**config.mk**
```make
export PLATFORM = sky130hd
export DESIGN_NAME = time_keeper
export DESIGN_NICKNAME = d
export VERILOG_FILES = /design/src/rtl/clock_pkg.sv /design/src/rtl/btn_sync_edge.sv /design/src/rtl/time_keeper.sv
export SDC_FILE = /design/constraint.sdc
export NUM_CORES = 1
export LEC_CHECK = 0
export CORE_MARGIN = 5
export CORE_UTILIZATION = 35
export CTS_CLUSTER_SIZE = 14
export DETAILED_ROUTE_END_ITERATION = 8
export GPL_ROUTABILITY_DRIVEN = 0
export PLACE_DENSITY = 0.59
export SYNTH_ARGS = -nofsm -noshare
export SYNTH_HDL_FRONTEND = slang
export SYNTH_SLANG_ARGS = --single-unit
```
**constraint.sdc**
```tcl
create_clock -name enable_clock -period 2.8 [get_ports enable_clock]
set_input_delay 0.84 -clock enable_clock [delete_from_list [all_inputs] [get_ports enable_clock]]
set_output_delay 0.84 -clock enable_clock [all_outputs]
set_load 0.01 [all_outputs]
```
**src/rtl/clock_pkg.sv**
```systemverilog
// clock_pkg: shared mode encoding, time limits and BCD helper for time_keeper.
package clock_pkg;

    typedef enum logic [1:0] {
        RUN      = 2'd0,
        SET_HOUR = 2'd1,
        SET_MIN  = 2'd2
    } mode_t;

    localparam logic [6:0] HOUR_MAX = 7'd23;
    localparam logic [6:0] MIN_MAX  = 7'd59;
    localparam logic [6:0] SEC_MAX  = 7'd59;

    function automatic logic [6:0] bcd_val(input logic [3:0] tens, input logic [3:0] units);
        return {3'b000, tens} * 7'd10 + {3'b000, units};
    endfunction

endpackage

```
**src/rtl/btn_sync_edge.sv**
```systemverilog
// btn_sync_edge: 2-FF synchronizer plus rising-edge detector for one button.
// A button still held when reset releases stays disarmed until seen released.
module btn_sync_edge (
    input  logic enable_clock,
    input  logic enable_reset,
    input  logic i_btn,
    output logic o_rise
);

    logic       r_sync1;
    logic       r_sync2;
    logic       r_prev;
    logic       r_armed;
    logic [1:0] r_warm;

    always_ff @(posedge enable_clock or negedge enable_reset) begin
        if (!enable_reset) begin
            r_sync1 <= 1'b0;
            r_sync2 <= 1'b0;
            r_prev  <= 1'b0;
            r_armed <= 1'b0;
            r_warm  <= 2'b00;
        end else begin
            r_sync1 <= i_btn;
            r_sync2 <= r_sync1;
            r_prev  <= r_sync2;
            r_warm  <= {r_warm[0], 1'b1};
            // r_sync2 only reflects the pin once the pipeline has refilled
            r_armed <= r_armed | (r_warm[1] & ~r_sync2);
        end
    end

    assign o_rise = r_sync2 & ~r_prev & r_armed;

endmodule

```
**src/rtl/time_keeper.sv**
```systemverilog
// time_keeper: 24h BCD clock with RUN / SET_HOUR / SET_MIN modes driven by two buttons.
module time_keeper
    import clock_pkg::*;
(
    input  logic       enable_clock,
    input  logic       enable_reset,
    input  logic       tick_1hz,
    input  logic       btn_mode,
    input  logic       btn_inc,
    output logic [1:0] hour_tens,
    output logic [3:0] hour_units,
    output logic [2:0] min_tens,
    output logic [3:0] min_units,
    output logic [2:0] sec_tens,
    output logic [3:0] sec_units,
    output logic [1:0] mode,
    output logic       blink
);

    mode_t      r_mode, w_mode_nxt;
    logic       r_blink, w_blink_nxt;
    logic [1:0] r_hour_tens, w_hour_tens_nxt;
    logic [3:0] r_hour_units, w_hour_units_nxt;
    logic [2:0] r_min_tens, w_min_tens_nxt;
    logic [3:0] r_min_units, w_min_units_nxt;
    logic [2:0] r_sec_tens, w_sec_tens_nxt;
    logic [3:0] r_sec_units, w_sec_units_nxt;

    logic       w_mode_rise;
    logic       w_inc_rise;
    logic       w_sec_wrap;
    logic       w_min_wrap;
    logic       w_hour_wrap;
    logic [3:0] w_sec_units_inc;
    logic [2:0] w_sec_tens_inc;
    logic [3:0] w_min_units_inc;
    logic [2:0] w_min_tens_inc;
    logic [3:0] w_hour_units_inc;
    logic [1:0] w_hour_tens_inc;

    btn_sync_edge u_mode_btn (
        .enable_clock (enable_clock),
        .enable_reset (enable_reset),
        .i_btn        (btn_mode),
        .o_rise       (w_mode_rise)
    );

    btn_sync_edge u_inc_btn (
        .enable_clock (enable_clock),
        .enable_reset (enable_reset),
        .i_btn        (btn_inc),
        .o_rise       (w_inc_rise)
    );

    assign w_sec_wrap  = bcd_val({1'b0, r_sec_tens}, r_sec_units) == SEC_MAX;
    assign w_min_wrap  = bcd_val({1'b0, r_min_tens}, r_min_units) == MIN_MAX;
    assign w_hour_wrap = bcd_val({2'b00, r_hour_tens}, r_hour_units) == HOUR_MAX;

    // Each field increments on its own and wraps at its limit; carries are chained in RUN only
    assign w_sec_units_inc  = (r_sec_units == 4'd9) ? 4'd0 : r_sec_units + 4'd1;
    assign w_sec_tens_inc   = w_sec_wrap ? 3'd0 : (r_sec_units == 4'd9) ? r_sec_tens + 3'd1 : r_sec_tens;
    assign w_min_units_inc  = (r_min_units == 4'd9) ? 4'd0 : r_min_units + 4'd1;
    assign w_min_tens_inc   = w_min_wrap ? 3'd0 : (r_min_units == 4'd9) ? r_min_tens + 3'd1 : r_min_tens;
    assign w_hour_units_inc = (w_hour_wrap || r_hour_units == 4'd9) ? 4'd0 : r_hour_units + 4'd1;
    assign w_hour_tens_inc  = w_hour_wrap ? 2'd0 : (r_hour_units == 4'd9) ? r_hour_tens + 2'd1 : r_hour_tens;

    always_comb begin
        w_mode_nxt       = r_mode;
        w_blink_nxt      = r_blink;
        w_hour_tens_nxt  = r_hour_tens;
        w_hour_units_nxt = r_hour_units;
        w_min_tens_nxt   = r_min_tens;
        w_min_units_nxt  = r_min_units;
        w_sec_tens_nxt   = r_sec_tens;
        w_sec_units_nxt  = r_sec_units;
        case (r_mode)
            RUN: begin
                w_blink_nxt = 1'b0;
                if (tick_1hz) begin
                    w_sec_units_nxt = w_sec_units_inc;
                    w_sec_tens_nxt  = w_sec_tens_inc;
                    if (w_sec_wrap) begin
                        w_min_units_nxt = w_min_units_inc;
                        w_min_tens_nxt  = w_min_tens_inc;
                        if (w_min_wrap) begin
                            w_hour_units_nxt = w_hour_units_inc;
                            w_hour_tens_nxt  = w_hour_tens_inc;
                        end
                    end
                end
                if (w_mode_rise) w_mode_nxt = SET_HOUR;
            end
            SET_HOUR: begin
                if (w_mode_rise) begin
                    w_mode_nxt  = SET_MIN;
                    w_blink_nxt = 1'b0;
                end else begin
                    w_blink_nxt = r_blink ^ tick_1hz;
                    if (w_inc_rise) begin
                        w_hour_units_nxt = w_hour_units_inc;
                        w_hour_tens_nxt  = w_hour_tens_inc;
                    end
                end
            end
            SET_MIN: begin
                if (w_mode_rise) begin
                    w_mode_nxt      = RUN;
                    w_blink_nxt     = 1'b0;
                    w_sec_tens_nxt  = 3'd0;
                    w_sec_units_nxt = 4'd0;
                end else begin
                    w_blink_nxt = r_blink ^ tick_1hz;
                    if (w_inc_rise) begin
                        w_min_units_nxt = w_min_units_inc;
                        w_min_tens_nxt  = w_min_tens_inc;
                    end
                end
            end
            default: begin
                w_mode_nxt  = RUN;
                w_blink_nxt = 1'b0;
            end
        endcase
    end

    always_ff @(posedge enable_clock or negedge enable_reset) begin
        if (!enable_reset) begin
            r_mode       <= RUN;
            r_blink      <= 1'b0;
            r_hour_tens  <= 2'd0;
            r_hour_units <= 4'd0;
            r_min_tens   <= 3'd0;
            r_min_units  <= 4'd0;
            r_sec_tens   <= 3'd0;
            r_sec_units  <= 4'd0;
        end else begin
            r_mode       <= w_mode_nxt;
            r_blink      <= w_blink_nxt;
            r_hour_tens  <= w_hour_tens_nxt;
            r_hour_units <= w_hour_units_nxt;
            r_min_tens   <= w_min_tens_nxt;
            r_min_units  <= w_min_units_nxt;
            r_sec_tens   <= w_sec_tens_nxt;
            r_sec_units  <= w_sec_units_nxt;
        end
    end

    assign hour_tens  = r_hour_tens;
    assign hour_units = r_hour_units;
    assign min_tens   = r_min_tens;
    assign min_units  = r_min_units;
    assign sec_tens   = r_sec_tens;
    assign sec_units  = r_sec_units;
    assign mode       = r_mode;
    assign blink      = r_blink;

endmodule

```
==> results.txt <==
Synthesis produced a netlist with a net count of 234. The signal on the critical path passes through ha_2 > inv_2 > fa_1 > nand3_1 > nor4bb_1 > buf_4 > and3_4 > a41oi_4 > or3_4 > o31ai_4. The average detailed-routed wire length per instance is 13.41 um. The total congestion overflow after global routing came out at 0. The most common cell after layout, fill and taps aside is sky130_fd_sc_hd__dfrtp_1. The portion of synthesized cell area occupied by the leading cell type is 40.57%. The arrival time of the worst setup path is 2.92 ns. At the end of the flow, the number of nets in the layout was 283. The total routing usage reported by global routing came out at 12.35%. The count of H-tree levels built during CTS is 2. The worst hold-check path type is reg -> reg. The number of clock buffers added by TritonCTS is 5. The die height came out at 86.27 um. The final clock period utilization by the worst path came out at 97.09%.

In this run the deepest clock path goes through 2 buffers. In this run the cell area measured after placement is 2481 um2. The number of hold-slack violations in the final timing report is 0. The clock transition at the register clock pins on the worst setup and hold paths after CTS is 0.07 ns. The cell type with the largest total area after synthesis is sky130_fd_sc_hd__dfrtp_1.

The die width came out at 86.27 um. The post-synthesis area per instance came out at 10.08 um2. The worst voltage drop across the vdd grid is 0.0006606 V. The number of buffers and inverters on the critical path came out at 2.

The first detailed-routing pass took 2 iterations. The slew at the pin with the worst max-slew slack is 0.7579 ns. The worst setup path is captured at a register. The library cells used most frequently in the layout, excluding fill and tap cells, are 33 x sky130_fd_sc_hd__dfrtp_1, 27 x sky130_fd_sc_hd__clkdlybuf4s50_1, 23 x sky130_fd_sc_hd__ha_1, 18 x sky130_fd_sc_hd__nor2_1, 17 x sky130_fd_sc_hd__buf_4.

The number of rows created at floorplan came out at 27. The post-synthesis to final-layout area growth is 32.21%. The clock sink total came out at 33. The region available for standard cell placement spans 5574 um2. The cell at the slowest stage of the critical path is sky130_fd_sc_hd__fa_1. Power spread over the standard cell area amounts to 1133 nW/um2. The analysis attributes to cell leakage a power of 1.173 nW. Cells fill 48.28% of the core in the end. The flop and latch count out of synthesis came out at 33. Once detailed placement completed, the half-perimeter wirelength came to 3251 um.

Cells with a size suffix above 1 make up 15.48% of the layout. The I/O pin count came out at 28. The count of mapped cells out of synthesis is 202.

The final setup violation count is 0. The data required time at the worst endpoint came out at 3.00 ns. Of all nets on the critical path, the largest fanout is 7.

The max-capacitance violation count is 0. The type of origin of the critical path is a register. The run finished with clean final reports. Setup repair after global routing could not meet its margin everywhere. The initial core utilization is 36.52%. The post-route clock skew is 0.002738 ns. The total count of max-transition violations in the final report came out at 0.

The tree is rooted in a sky130_fd_sc_hd__clkbuf_8. The worst relative slew slack is 48.78%. The timing-limited maximum frequency is 367.8 MHz. In this run, the number of DRC markers left after iteration 0 of detailed routing was 76.

The detailed-route wire length came out at 4346 um. The delay of the slowest cell on the worst path came out at 0.47 ns. The number of nets still failing antenna checks after routing came out at 0. The yosys synthesis warning count came out at 0. The via count of the first global-routing pass came out at 1,621.

The post-route minimum period came out at 2.719 ns. The insertion delay to the later sink of the worst-skew pair came out at 0.28 ns. The summed area of non-filler cells in the final layout came out at 2691 um2. The initial antenna violation count came to 0. The remaining routing DRC violations is 0. The count of vias placed by the detailed router is 1,610.

In this design, the largest share of critical-path delay is due to simple AND/OR/NAND/NOR gates. TritonCTS built the clock tree. The number of different library cells in the post-synthesis netlist came out at 45. The maximum number of pins on one net before global-route repair came out at 34.

The start-to-end type of the worst setup path is reg -> reg. In this run, post-CTS hold repair placed 0 buffers. The netlist area before placement is 2036 um2. The total of buffers placed on input and output ports is 27. The die covers 7442 um2. The wire length of the first global-routing pass is 7479 um. In the post-synthesis netlist, the biggest area contributors are sky130_fd_sc_hd__dfrtp_1 41%, sky130_fd_sc_hd__ha_1 15%, sky130_fd_sc_hd__nor2_1 3.3%. The mean number of vias per cell came out at 4.969. The repair_antennas step left the layout with diodes totalling 0. The sequential cell area fraction in the yosys report came out at 40.57%.
-- worst paths after layout --
kind                                                    from  cells past startpoint                       endpoint  slack, ns
worst max-delay path                 sec_tens[0]$_DFFE_PN0P_                     10      hour_units[3]$_DFFE_PN0P_       0.08
worst min-delay path            u_mode_btn.r_sync1$_DFF_PN0_                      0   u_mode_btn.r_sync2$_DFF_PN0_       0.35
worst max register to register       sec_tens[0]$_DFFE_PN0P_                     10      hour_units[3]$_DFFE_PN0P_       0.08
worst min register to register  u_mode_btn.r_sync1$_DFF_PN0_                      0   u_mode_btn.r_sync2$_DFF_PN0_       0.35
max in group asynchronous                       enable_reset                      2        sec_tens[1]$_DFFE_PN0P_       1.56
min in group asynchronous                       enable_reset                      2  u_inc_btn.r_warm[1]$_DFF_PN0_       0.95
-- where the power goes --
| group | leakage (nW) | switching, mW | total (mW) | internal [mW] |
|---|---|---|---|---|
| registers | 0.393 | 0.182 | 0.811 | 0.629 |
| logic | 0.726 | 0.902 | 1.79 | 0.884 |
| clock network | 0.0543 | 0.187 | 0.453 | 0.266 |
-- final cells by class --
type	instances	area [um2]
Fill cell	528	2883
Multi-Input combinational cell	152	1206
Sequential cell	33	825.8
Timing Repair Buffer	44	397.9
Tap cell	72	90.09
Clock buffer	5	68.82
Inverter	15	56.30
Clock inverter	3	46.29
-- timing repair --
action,4_1_cts,5_1_grt
resized for setup,0,14
setup endpoints to repair,2,5
endpoints found under the hold margin,0,0
setup buffers,1,3
pin swaps,0,9
-- kinds of logic (layout without fill, tap and decap cells) --
logic type / Yosys count / in the layout / synth area share (%)
AOI/OAI and AO/OA: 45 / 45 / 15.98
xor gates and xnor gates: 5 / 5 / 2.152
adders and majority gates: 27 / 27 / 17.70
buffers and inverters: 17 / 67 / 3.380
DFF: 33 / 33 / 40.57
muxes: 5 / 5 / 2.643
other: 1 / 1 / 0.1842
and+or+nand+nor: 69 / 69 / 17.39
-- layer usage --
layer	track usage, %	routed length (um)	vias to the layer above
met5	0	0	-
met4	2.975	50	0
met3	3.327	151	6
met2	20.88	2121	16
met1	15.72	2023	765
li1	-	-	823
-- synth_stat cells --
cell type,n
sky130_fd_sc_hd__and3_1,2
sky130_fd_sc_hd__o21ai_1,2
sky130_fd_sc_hd__a31oi_1,1
sky130_fd_sc_hd__o21ai_0,8
sky130_fd_sc_hd__o31a_2,1
sky130_fd_sc_hd__mux2_1,2
sky130_fd_sc_hd__nor3_1,5
sky130_fd_sc_hd__nand4b_1,1
sky130_fd_sc_hd__xnor2_1,2
sky130_fd_sc_hd__nor2_1,18
sky130_fd_sc_hd__mux2_2,1
sky130_fd_sc_hd__dfrtp_1,33
sky130_fd_sc_hd__a32oi_1,1
sky130_fd_sc_hd__nand4_1,2
sky130_fd_sc_hd__nand3_1,8
sky130_fd_sc_hd__a21oi_1,7
sky130_fd_sc_hd__a41oi_4,1
sky130_fd_sc_hd__a2111oi_0,1
sky130_fd_sc_hd__nand2_1,15
sky130_fd_sc_hd__o2bb2ai_1,1
sky130_fd_sc_hd__a211oi_1,1
sky130_fd_sc_hd__a211o_1,2
sky130_fd_sc_hd__conb_1,1
sky130_fd_sc_hd__o41ai_1,2
sky130_fd_sc_hd__xor2_1,3
sky130_fd_sc_hd__and3b_1,1
sky130_fd_sc_hd__or3_4,1
sky130_fd_sc_hd__ha_1,24
sky130_fd_sc_hd__fa_1,3
sky130_fd_sc_hd__buf_4,1
sky130_fd_sc_hd__nor4_1,1
sky130_fd_sc_hd__mux2i_1,2
sky130_fd_sc_hd__a2111oi_1,1
sky130_fd_sc_hd__a21o_1,5
sky130_fd_sc_hd__o31ai_1,6
sky130_fd_sc_hd__nor4bb_1,2
sky130_fd_sc_hd__nor2b_1,5
sky130_fd_sc_hd__inv_1,15
sky130_fd_sc_hd__or2_0,1
sky130_fd_sc_hd__nand3b_1,3
sky130_fd_sc_hd__o21a_1,1
sky130_fd_sc_hd__nand2b_1,4
sky130_fd_sc_hd__o22ai_1,3
sky130_fd_sc_hd__buf_2,1
sky130_fd_sc_hd__a31o_1,1
-- through the flow --
stage / setup TNS (ns) / std cells / hold WS, ns / power [mW] / worst slack (ns)
after floorplan: 0 / 202 / 0.3312 / 1.838 / 0.08149
after global placement: 0 / 312 / 0.3327 / 2.495 / 0.1013
after detailed placement: -0.01354 / 312 / 0.3364 / 2.525 / -0.009013
after CTS: 0 / 321 / 0.3541 / 2.997 / 0.01191
after global routing: -0.1925 / 324 / 0.3600 / 3.355 / -0.06320
final: 0 / 324 / 0.3512 / 3.050 / 0.08143
-- state kept, by name (all words and copies together) (netlist names) --
| name | cells |
|---|---|
| u_inc_btn.r_sync2 | 1 |
| u_mode_btn.r_sync1 | 1 |
| mode | 2 |
| u_mode_btn.r_armed | 1 |
| sec_units | 4 |
| u_inc_btn.r_warm | 2 |
| sec_tens | 3 |
| u_mode_btn.r_sync2 | 1 |
| hour_units | 4 |
| blink | 1 |
| u_mode_btn.r_prev | 1 |
| u_inc_btn.r_armed | 1 |
| hour_tens | 2 |
| u_inc_btn.r_prev | 1 |
| min_tens | 3 |
| min_units | 4 |
| u_inc_btn.r_sync1 | 1 |
(Power assumes the default switching activity.)
